File: config.mk
export PLATFORM = sky130hd
export DESIGN_NAME = uart_rx_engine
export DESIGN_NICKNAME = d
export VERILOG_FILES = /design/src/rtl/uart_rx_engine.sv
export SDC_FILE = /design/constraint.sdc
export NUM_CORES = 1
export LEC_CHECK = 0
export BUFFER_PORTS_ARGS = -buffer_cell sky130_fd_sc_hd__clkbuf_2
export CORE_ASPECT_RATIO = 1.1
export CORE_UTILIZATION = 28
export CTS_CLUSTER_DIAMETER = 120
export CTS_CLUSTER_SIZE = 8
export DETAILED_ROUTE_END_ITERATION = 7
export GPL_ROUTABILITY_DRIVEN = 0
export PLACE_DENSITY_LB_ADDON = 0.25
export SLEW_MARGIN = 10
export SYNTH_ARGS = -nofsm -noshare
export SYNTH_HDL_FRONTEND = slang
export SYNTH_SLANG_ARGS = --single-unit
export TNS_END_PERCENT = 100
File: constraint.sdc
create_clock -name clk_16bd -period 3.7 [get_ports clk_16bd]
set_clock_uncertainty 0.1 [all_clocks]
set_input_delay 0 -clock clk_16bd [delete_from_list [all_inputs] [get_ports clk_16bd]]
set_output_delay 0 -clock clk_16bd [all_outputs]
set_load 0.03 [all_outputs]
File: src/rtl/uart_rx_engine.sv
`timescale 1ns/1ps
// uart_rx_engine: oversampled UART receiver. Synchronises rx, validates the
// start bit, recovers each bit by 3-sample majority vote around mid-bit and
// reports 5..MAX_BITS data bits per frame with parity/framing status.
module uart_rx_engine #(
    parameter int OVERSAMPLE  = 16,
    parameter int MAX_BITS    = 9,
    parameter int SYNC_STAGES = 2
) (
    input  logic                clk_16bd,
    input  logic                rst,
    input  logic                rx,
    input  logic                cfg_valid,
    input  logic [3:0]          cfg_addr,
    input  logic [3:0]          cfg_data,
    output logic                cfg_ack,
    output logic [MAX_BITS-1:0] frame,
    output logic                frame_valid,
    output logic                parity_err,
    output logic                frame_err,
    output logic                busy
);
    localparam int M       = OVERSAMPLE / 2;
    localparam int CW      = $clog2(OVERSAMPLE);
    localparam int LW      = $clog2(MAX_BITS + 1);
    localparam int LEN_RST = (MAX_BITS < 8) ? MAX_BITS : 8;
    localparam logic [CW-1:0] C_LO  = CW'(M - 1);
    localparam logic [CW-1:0] C_MID = CW'(M);
    localparam logic [CW-1:0] C_HI  = CW'(M + 1);
    localparam logic [CW-1:0] C_END = CW'(OVERSAMPLE - 1);

    typedef enum logic [2:0] {
        S_IDLE, S_START, S_DATA, S_PARITY, S_STOP, S_WAIT_HIGH
    } state_t;

    state_t state, state_nxt;

    logic [SYNC_STAGES-1:0] sync_q;
    logic                   rxs;
    logic [CW-1:0]          cnt;
    logic [LW-1:0]          idx;
    logic                   stop_idx;
    logic                   s_lo, s_mid;
    logic [MAX_BITS-1:0]    frame_nxt;
    logic                   perr, ferr;

    // live config registers and the copy frozen for the frame in flight
    logic          par_en_r, par_odd_r, stop2_r;
    logic [LW-1:0] len_r;
    logic          par_en_l, par_odd_l, stop2_l;
    logic [LW-1:0] len_l;
    logic          par_en_w, par_odd_w, stop2_w;
    logic [LW-1:0] len_w;
    logic          cfg_we;
    int            len_calc;

    logic vote, at_vote, at_wrap, last_bit, last_stop, start_det, frame_done;

    assign rxs  = sync_q[SYNC_STAGES-1];
    assign busy = (state != S_IDLE);

    // rx synchroniser; flops reset high so reset never looks like a start bit
    always_ff @(posedge clk_16bd or negedge rst) begin
        if (!rst) sync_q <= '1;
        else      sync_q <= {sync_q[SYNC_STAGES-2:0], rx};
    end

    // config write decode; the written value is visible combinationally so a
    // frame starting in the same cycle latches the new setting
    always_comb begin
        cfg_we    = cfg_valid && (state == S_IDLE) && !cfg_ack;
        par_en_w  = par_en_r;
        par_odd_w = par_odd_r;
        stop2_w   = stop2_r;
        len_w     = len_r;
        len_calc  = 5 + int'(cfg_data[2:0]);
        if (len_calc > MAX_BITS) len_calc = MAX_BITS;
        if (cfg_we) begin
            case (cfg_addr)
                4'h9:    par_en_w  = cfg_data[3];
                4'hA:    par_odd_w = cfg_data[3];
                4'hB:    stop2_w   = cfg_data[3];
                4'hC:    len_w     = LW'(len_calc);
                default: ;
            endcase
        end
    end

    // config registers and write acknowledge
    always_ff @(posedge clk_16bd or negedge rst) begin
        if (!rst) begin
            par_en_r  <= 1'b0;
            par_odd_r <= 1'b0;
            stop2_r   <= 1'b0;
            len_r     <= LW'(LEN_RST);
            cfg_ack   <= 1'b0;
        end else begin
            par_en_r  <= par_en_w;
            par_odd_r <= par_odd_w;
            stop2_r   <= stop2_w;
            len_r     <= len_w;
            cfg_ack   <= cfg_we;
        end
    end

    // state register
    always_ff @(posedge clk_16bd or negedge rst) begin
        if (!rst) state <= S_IDLE;
        else      state <= state_nxt;
    end

    // next state, majority vote and sample-point strobes
    always_comb begin
        state_nxt  = state;
        frame_done = 1'b0;
        vote       = (s_lo & s_mid) | (s_lo & rxs) | (s_mid & rxs);
        at_vote    = (cnt == C_HI);
        at_wrap    = (cnt == C_END);
        last_bit   = (idx == len_l - LW'(1));
        last_stop  = (stop_idx == stop2_l);
        start_det  = (state == S_IDLE) && !rxs;
        case (state)
            S_IDLE:      if (!rxs) state_nxt = S_START;
            S_START: begin
                if (at_vote && vote) state_nxt = S_IDLE;
                else if (at_wrap)    state_nxt = S_DATA;
            end
            S_DATA:      if (at_wrap && last_bit) state_nxt = par_en_l ? S_PARITY : S_STOP;
            S_PARITY:    if (at_wrap) state_nxt = S_STOP;
            S_STOP: begin
                if (at_vote && last_stop) begin
                    frame_done = 1'b1;
                    state_nxt  = (ferr || !vote) ? S_WAIT_HIGH : S_IDLE;
                end
            end
            S_WAIT_HIGH: if (rxs) state_nxt = S_IDLE;
            default:     state_nxt = S_IDLE;
        endcase
    end

    // bit timing, sample capture, data accumulation and error tracking
    always_ff @(posedge clk_16bd or negedge rst) begin
        if (!rst) begin
            cnt       <= '0;
            idx       <= '0;
            stop_idx  <= 1'b0;
            s_lo      <= 1'b1;
            s_mid     <= 1'b1;
            frame_nxt <= '0;
            perr      <= 1'b0;
            ferr      <= 1'b0;
            par_en_l  <= 1'b0;
            par_odd_l <= 1'b0;
            stop2_l   <= 1'b0;
            len_l     <= LW'(LEN_RST);
        end else begin
            // detect cycle is sample 0 of the start bit
            cnt <= (state == S_IDLE) ? CW'(1) : (at_wrap ? '0 : cnt + CW'(1));
            if (cnt == C_LO)  s_lo  <= rxs;
            if (cnt == C_MID) s_mid <= rxs;
            if (start_det) begin
                frame_nxt <= '0;
                idx       <= '0;
                stop_idx  <= 1'b0;
                perr      <= 1'b0;
                ferr      <= 1'b0;
                par_en_l  <= par_en_w;
                par_odd_l <= par_odd_w;
                stop2_l   <= stop2_w;
                len_l     <= len_w;
            end
            if (state == S_DATA) begin
                if (at_vote) frame_nxt[idx] <= vote;
                if (at_wrap) idx <= idx + LW'(1);
            end
            if (state == S_PARITY && at_vote)
                perr <= (vote != ((^frame_nxt) ^ par_odd_l));
            if (state == S_STOP) begin
                if (at_vote && !vote) ferr <= 1'b1;
                if (at_wrap) stop_idx <= 1'b1;
            end
        end
    end

    // frame outputs update only with frame_valid and hold until the next one
    always_ff @(posedge clk_16bd or negedge rst) begin
        if (!rst) begin
            frame       <= '0;
            frame_valid <= 1'b0;
            parity_err  <= 1'b0;
            frame_err   <= 1'b0;
        end else begin
            frame_valid <= frame_done;
            if (frame_done) begin
                frame      <= frame_nxt;
                parity_err <= perr;
                frame_err  <= ferr | ~vote;
            end
        end
    end
endmodule
Word-level counts from Yosys, hierarchy flattened
Index checks and enable logic that the tools add are counted.
{"block": "totals", "elab_cells": 118, "reg_bits": 54, "input_bits": 12, "out_inout_bits": 14}
{"block": "classes", "muxes": 40, "bitwise": 8, "n_reduce_logical": 18, "magnitude_cmp": 3, "addsub": 4, "eq_ne": 22}
{"op": "$mux W4", "count": 8}
{"op": "$eq A4 B4 Y1 const B", "count": 7}
{"op": "$mux W3", "count": 9}
{"op": "$mux W9", "count": 3}
{"op": "$pmux W3 S6", "count": 1}
{"op": "$mux W1", "count": 17}
{"op": "$ne A2 B2 Y1 const B", "count": 5}
{"op": "$bwmux W9", "count": 1}
{"op": "$logic_and A1 B1 Y1", "count": 9}
{"op": "$reduce_xor A9 Y1", "count": 1}
{"op": "$add A4 B1 Y4 const B", "count": 2}
{"op": "$eq A3 B2 Y1 const B", "count": 2}
{"op": "$eq A3 B3 Y1 const B", "count": 2}
{"op": "$reduce_and A6 Y1", "count": 1}
{"op": "$lt A4 B5 Y1 const B", "count": 1}
{"op": "$add A3 B3 Y4 const A", "count": 1}
{"op": "$demux W1 S4", "count": 1}
{"op": "$eq A4 B3 Y1 const B", "count": 1}
{"op": "$eq A4 B4 Y1", "count": 1}
{"op": "$ge A4 B1 Y1 const B", "count": 1}
{"op": "$gt A4 B4 Y1 const B", "count": 1}
{"op": "$sub A4 B1 Y4 const B", "count": 1}
{"op": "$and A1 B1 Y1", "count": 3}
{"op": "$eq A3 B1 Y1 const B", "count": 1}
{"op": "other kinds (11)", "count": 15}

Logic depth before layout (Yosys ltp)
{"block": "logic_depth", "ltp_word": 8, "mapped_depth": 8, "ltp_nobuf": 6}

Worst setup path before layout
No wires, ideal clock.
{"block": "synth_path", "kind": "register to register", "startpoint": "register state[1]", "endpoint": "register par_en_l", "setup_ns": 0.125, "arrival_ns": 1.794, "path_buffers": 1, "setup_slack_ns": 1.681, "stages_incl_launch_ff": 7, "synth_period_minus_slack_ns": 2.019, "required_time_ns": 3.475, "cell_sequence": "dfrtp_1 buf_6 nor3_4 inv_4 nor4_1 mux2_2 mux2_2"}
{"block": "synth_between", "elab_chain_len": 4, "word_cells_on_any_way": 5, "cone_classes": "1 x mux; 4 x reduce/logical"}
{"item": "from (decl)", "line": "36", "text": "state_t state, state_nxt;"}
{"item": "from (signal assigned)", "line": "109", "text": "else state <= state_nxt;"}
{"item": "$logic_not A3 Y1", "line": "71", "text": "cfg_we = cfg_valid && (state == S_IDLE) && !cfg_ack;"}
{"item": "$logic_and A1 B1 Y1 (2 in series)", "line": "71"}
{"item": "$mux W1", "line": "78", "text": "if (cfg_we) begin"}
{"item": "via par_en_w", "line": "52", "text": "logic par_en_w, par_odd_w, stop2_w;"}
{"item": "to (signal assigned)", "line": "167", "text": "par_en_l <= par_en_w;"}
{"item": "to (decl)", "line": "50", "text": "logic par_en_l, par_odd_l, stop2_l;"}
The timed path passes the listed nets, and every way through them passes these cells.
A chain may end at the register's enable or synchronous reset.

Final worst setup path
{"block": "layout_path", "startpoint": "register cnt[1]", "endpoint": "register frame[6]"}
{"block": "layout_between", "elab_chain_len": 4}
{"item": "from (decl)", "line": "40", "text": "logic [CW-1:0] cnt;"}
{"item": "from (signal assigned)", "line": "158", "text": "cnt <= (state == S_IDLE) ? CW'(1) : (at_wrap ? '0 : cnt + CW'(1));"}
{"item": "$eq A4 B4 Y1", "line": "117", "text": "at_vote = (cnt == C_HI);"}
{"item": "$logic_and A1 B1 Y1", "line": "131", "text": "if (at_vote && last_stop) begin"}
{"item": "$mux W1", "line": "131"}
{"item": "$mux W1", "line": "122", "text": "case (state)"}
{"item": "to (signal assigned)", "line": "195", "text": "frame <= frame_nxt;"}
{"item": "to (decl)", "line": "17", "text": "output logic [MAX_BITS-1:0] frame,"}
Every way passes these cells.

==> metrics.cfg <==
[sta]
slew_headroom=0.259
holdWs_ns=0.0170
fin_setup_tns_ns=0
rsz0062_at_grt=no
final_min_period_over_clock_period=0.647
setup_viol=0
finalHoldViolations=0
period_minus_slack_ns=2.39
worst_slack_ns=1.31
clock.fmax_ghz=0.418
tightest_slew_ns=1.10
drv_slew=0

[synth]
synth_top_cell_area_share=0.424
synth.ff_latch_count=54
syn_avg_cell_area_um2=11.6
yosys.cell_types.count=53
yosysTopAreaCell=dfrtp_1
syn_inst=245
yosysSeqAreaShare=0.480
ys_warn_count=0
synthesis.nets=268
synth_ff_type=dfrtp_1
synthArstFlopShare=1.00
syn_area_um2=2830
synth-edff-count=0
synth_area_leaders=dfrtp_1, mux2_2, dfstp_2

[placement]
dp_cells=383
pre_cts_ws_ns=1.28
place_hpwl_um=3810
dpl-instance-area_um2=3070
portBuffers=25

[cts]
htreeDepth=2
clock-sinks=54
cts_setup_buffers=0
clock_path_buffers=2
cts_tree=yes
cts_resized=0
cts_root_buffer=clkbuf_8
path_clk_slew_ns=0.10
clock_latency_ns=0.31
cts_inserted_buffers=5

[setup_path]
cp_max_fo=14
path_delay_family=simple AND/OR/NAND/NOR gates
r2r_setup_slack_ns=1.31
path_buf_inv=1
reg2reg_from=cnt[1]$_DFF_PN0_
ff2ff_path_depth=5
critPathKind=reg2reg
arrival_ns=2.49
max_stage_delay_ns=0.60
cp-end-kind=register
slowest_stage=nand4_1
cp.required_ns=3.80
cp-start-kind=register
path_cells=inv_1 -> ha_1 -> and3b_1 -> nand4_1 -> mux2_2
r2r-end=frame[6]$_DFFE_PN0P_

[die]
die_w_um=97.9
die-height_um=107
core_area_um2=9840
ios=26
die-area_um2=10500
initial_core_util=0.288
rows=38

[cells_and_area]
fin_area_um2=3270
syn2layout_area_growth_pct=15.3
final_cells=397
mostFrequentLayoutCell=dfrtp_1
final_cell_mix=dfrtp_1, mux2_2, clkbuf_2
antenna_cells=0
nets=299
post-route-util=0.332
drive_above_1_share=0.271

[global_route]
grtUsageTotal=0.109
grt_max_degree=33
grt_remaining_overflow=0
grt_pass1_wl_um=9030
grt_pass1_vias=1859
antenna_found_initial=0

[detailed_routing]
viasPerCell=4.74
ant_nets=0
drt_pass1_iterations=6
drc=3
post_drt_wl_per_cell_um=13.3
route.vias.total=1883
drt_wl_total_um=5280
first_iter_violations=52

[pwr]
power_density_nw_per_um2=620
ir_drop_mv=0.190
total_power_mw=2.03
power_leakage_nw=1.56

[worst_hold_path]
hold_path_end=stop2_r$_DFF_PN0_
hold_path_startpoint=cfg_addr[2]
hold_path_depth=3
hp-class=in2reg

[run]
drv_cap=0

[run_status]
violations=DRC
status=finished, violations left

state kept, by name, summed over array words and instances, names as in the netlist:
signal	flops
stop2_l	1
par_en_r	1
par_en_l	1
par_odd_r	1
stop_idx	1
s_mid	1
len_r	4
par_odd_l	1
frame_valid	1
cfg_ack	1
perr	1
frame_err	1
cnt	4
stop2_r	1
ferr	1
len_l	4
idx	4
frame	9
frame_nxt	9
state	3
sync_q	2
s_lo	1
parity_err	1
cell families (layout without fill, tap and decap cells):
logic type / after synthesis / count (layout) / share of synthesized area
xor gates and xnor gates: 18 / 18 / 0.0605
and+or+nand+nor: 76 / 76 / 0.158
buffers and inverters: 19 / 51 / 0.0322
AOI/OAI and AO/OA: 31 / 31 / 0.0822
DFF: 54 / 54 / 0.480
adders and majority gates: 12 / 12 / 0.0526
muxes: 35 / 35 / 0.135
repair_timing:
| action | 4_1_cts | 5_1_grt |
|---|---|---|
| endpoints found under the setup margin | 0 | 0 |
| hold endpoints to repair | 33 | 0 |
| hold buffers | 6 | 0 |
metal layers:
metal / vias up / GRT usage / part of all wire
li1: 929 / - / -
met1: 912 / 0.138 / 0.48
met2: 37 / 0.180 / 0.46
met3: 5 / 0.0234 / 0.035
met4: 0 / 0.0455 / 0.017
met5: - / 0 / 0
tightest hold or removal path, stage by stage:
cell      delay (ns)
clkbuf_2        0.11
nor4_1          0.06
mux2_2          0.22
how the worst max path moves through the flow:
stage	startpoint	to	slack, ns	cells past startpoint
after CTS	cnt[1]$_DFF_PN0_	frame[6]$_DFFE_PN0P_	1.26	5
after floorplan	state[1]$_DFFE_PN0P_	par_en_l$_DFFE_PN0P_	1.68	6
after global routing	cnt[1]$_DFF_PN0_	frame[6]$_DFFE_PN0P_	1.10	5
final	cnt[1]$_DFF_PN0_	frame[6]$_DFFE_PN0P_	1.31	5
after global placement	cnt[1]$_DFF_PN0_	frame[8]$_DFFE_PN0P_	1.35	5
after detailed placement	cnt[1]$_DFF_PN0_	frame[0]$_DFFE_PN0P_	1.28	5
cells in the mapped netlist (2+ instances only):
library cell  number
inv_1             10
dfstp_2            6
xor2_1             5
nand4b_1           3
nand2_1           15
nor4_1             3
dfrtp_1           48
nand2b_1           7
a211o_1            2
o21ai_0            8
nor3b_1            2
a31oi_1            3
ha_1              11
nand3_1           13
buf_6              2
and3_1             2
and3b_1            2
mux2_2            25
a21oi_1            4
nor2b_1            3
a21o_1             3
clkbuf_1           4
buf_2              2
xnor2_1           12
and2_1             2
nor2_1             9
mux2i_1           10
nand4_1            4
cell type report:
class | instances | area [um2]
flip-flops and latches | 54 | 1360
fillers | 987 | 6580
inverters | 11 | 43.8
well taps | 120 | 150
multi-input cells | 172 | 1380
clock inverters | 3 | 68.8
clock buffers | 5 | 68.8
repair buffers | 32 | 193
power breakdown:
part           switching, mW  internal [mW]  total (mW)  leakage, nW
clock network          0.203          0.271       0.475       0.0683
registers              0.137          0.731       0.868        0.713
logic                  0.366          0.318       0.684        0.779
total                  0.707           1.32        2.03         1.56
Power figures use the tool's default switching activity.
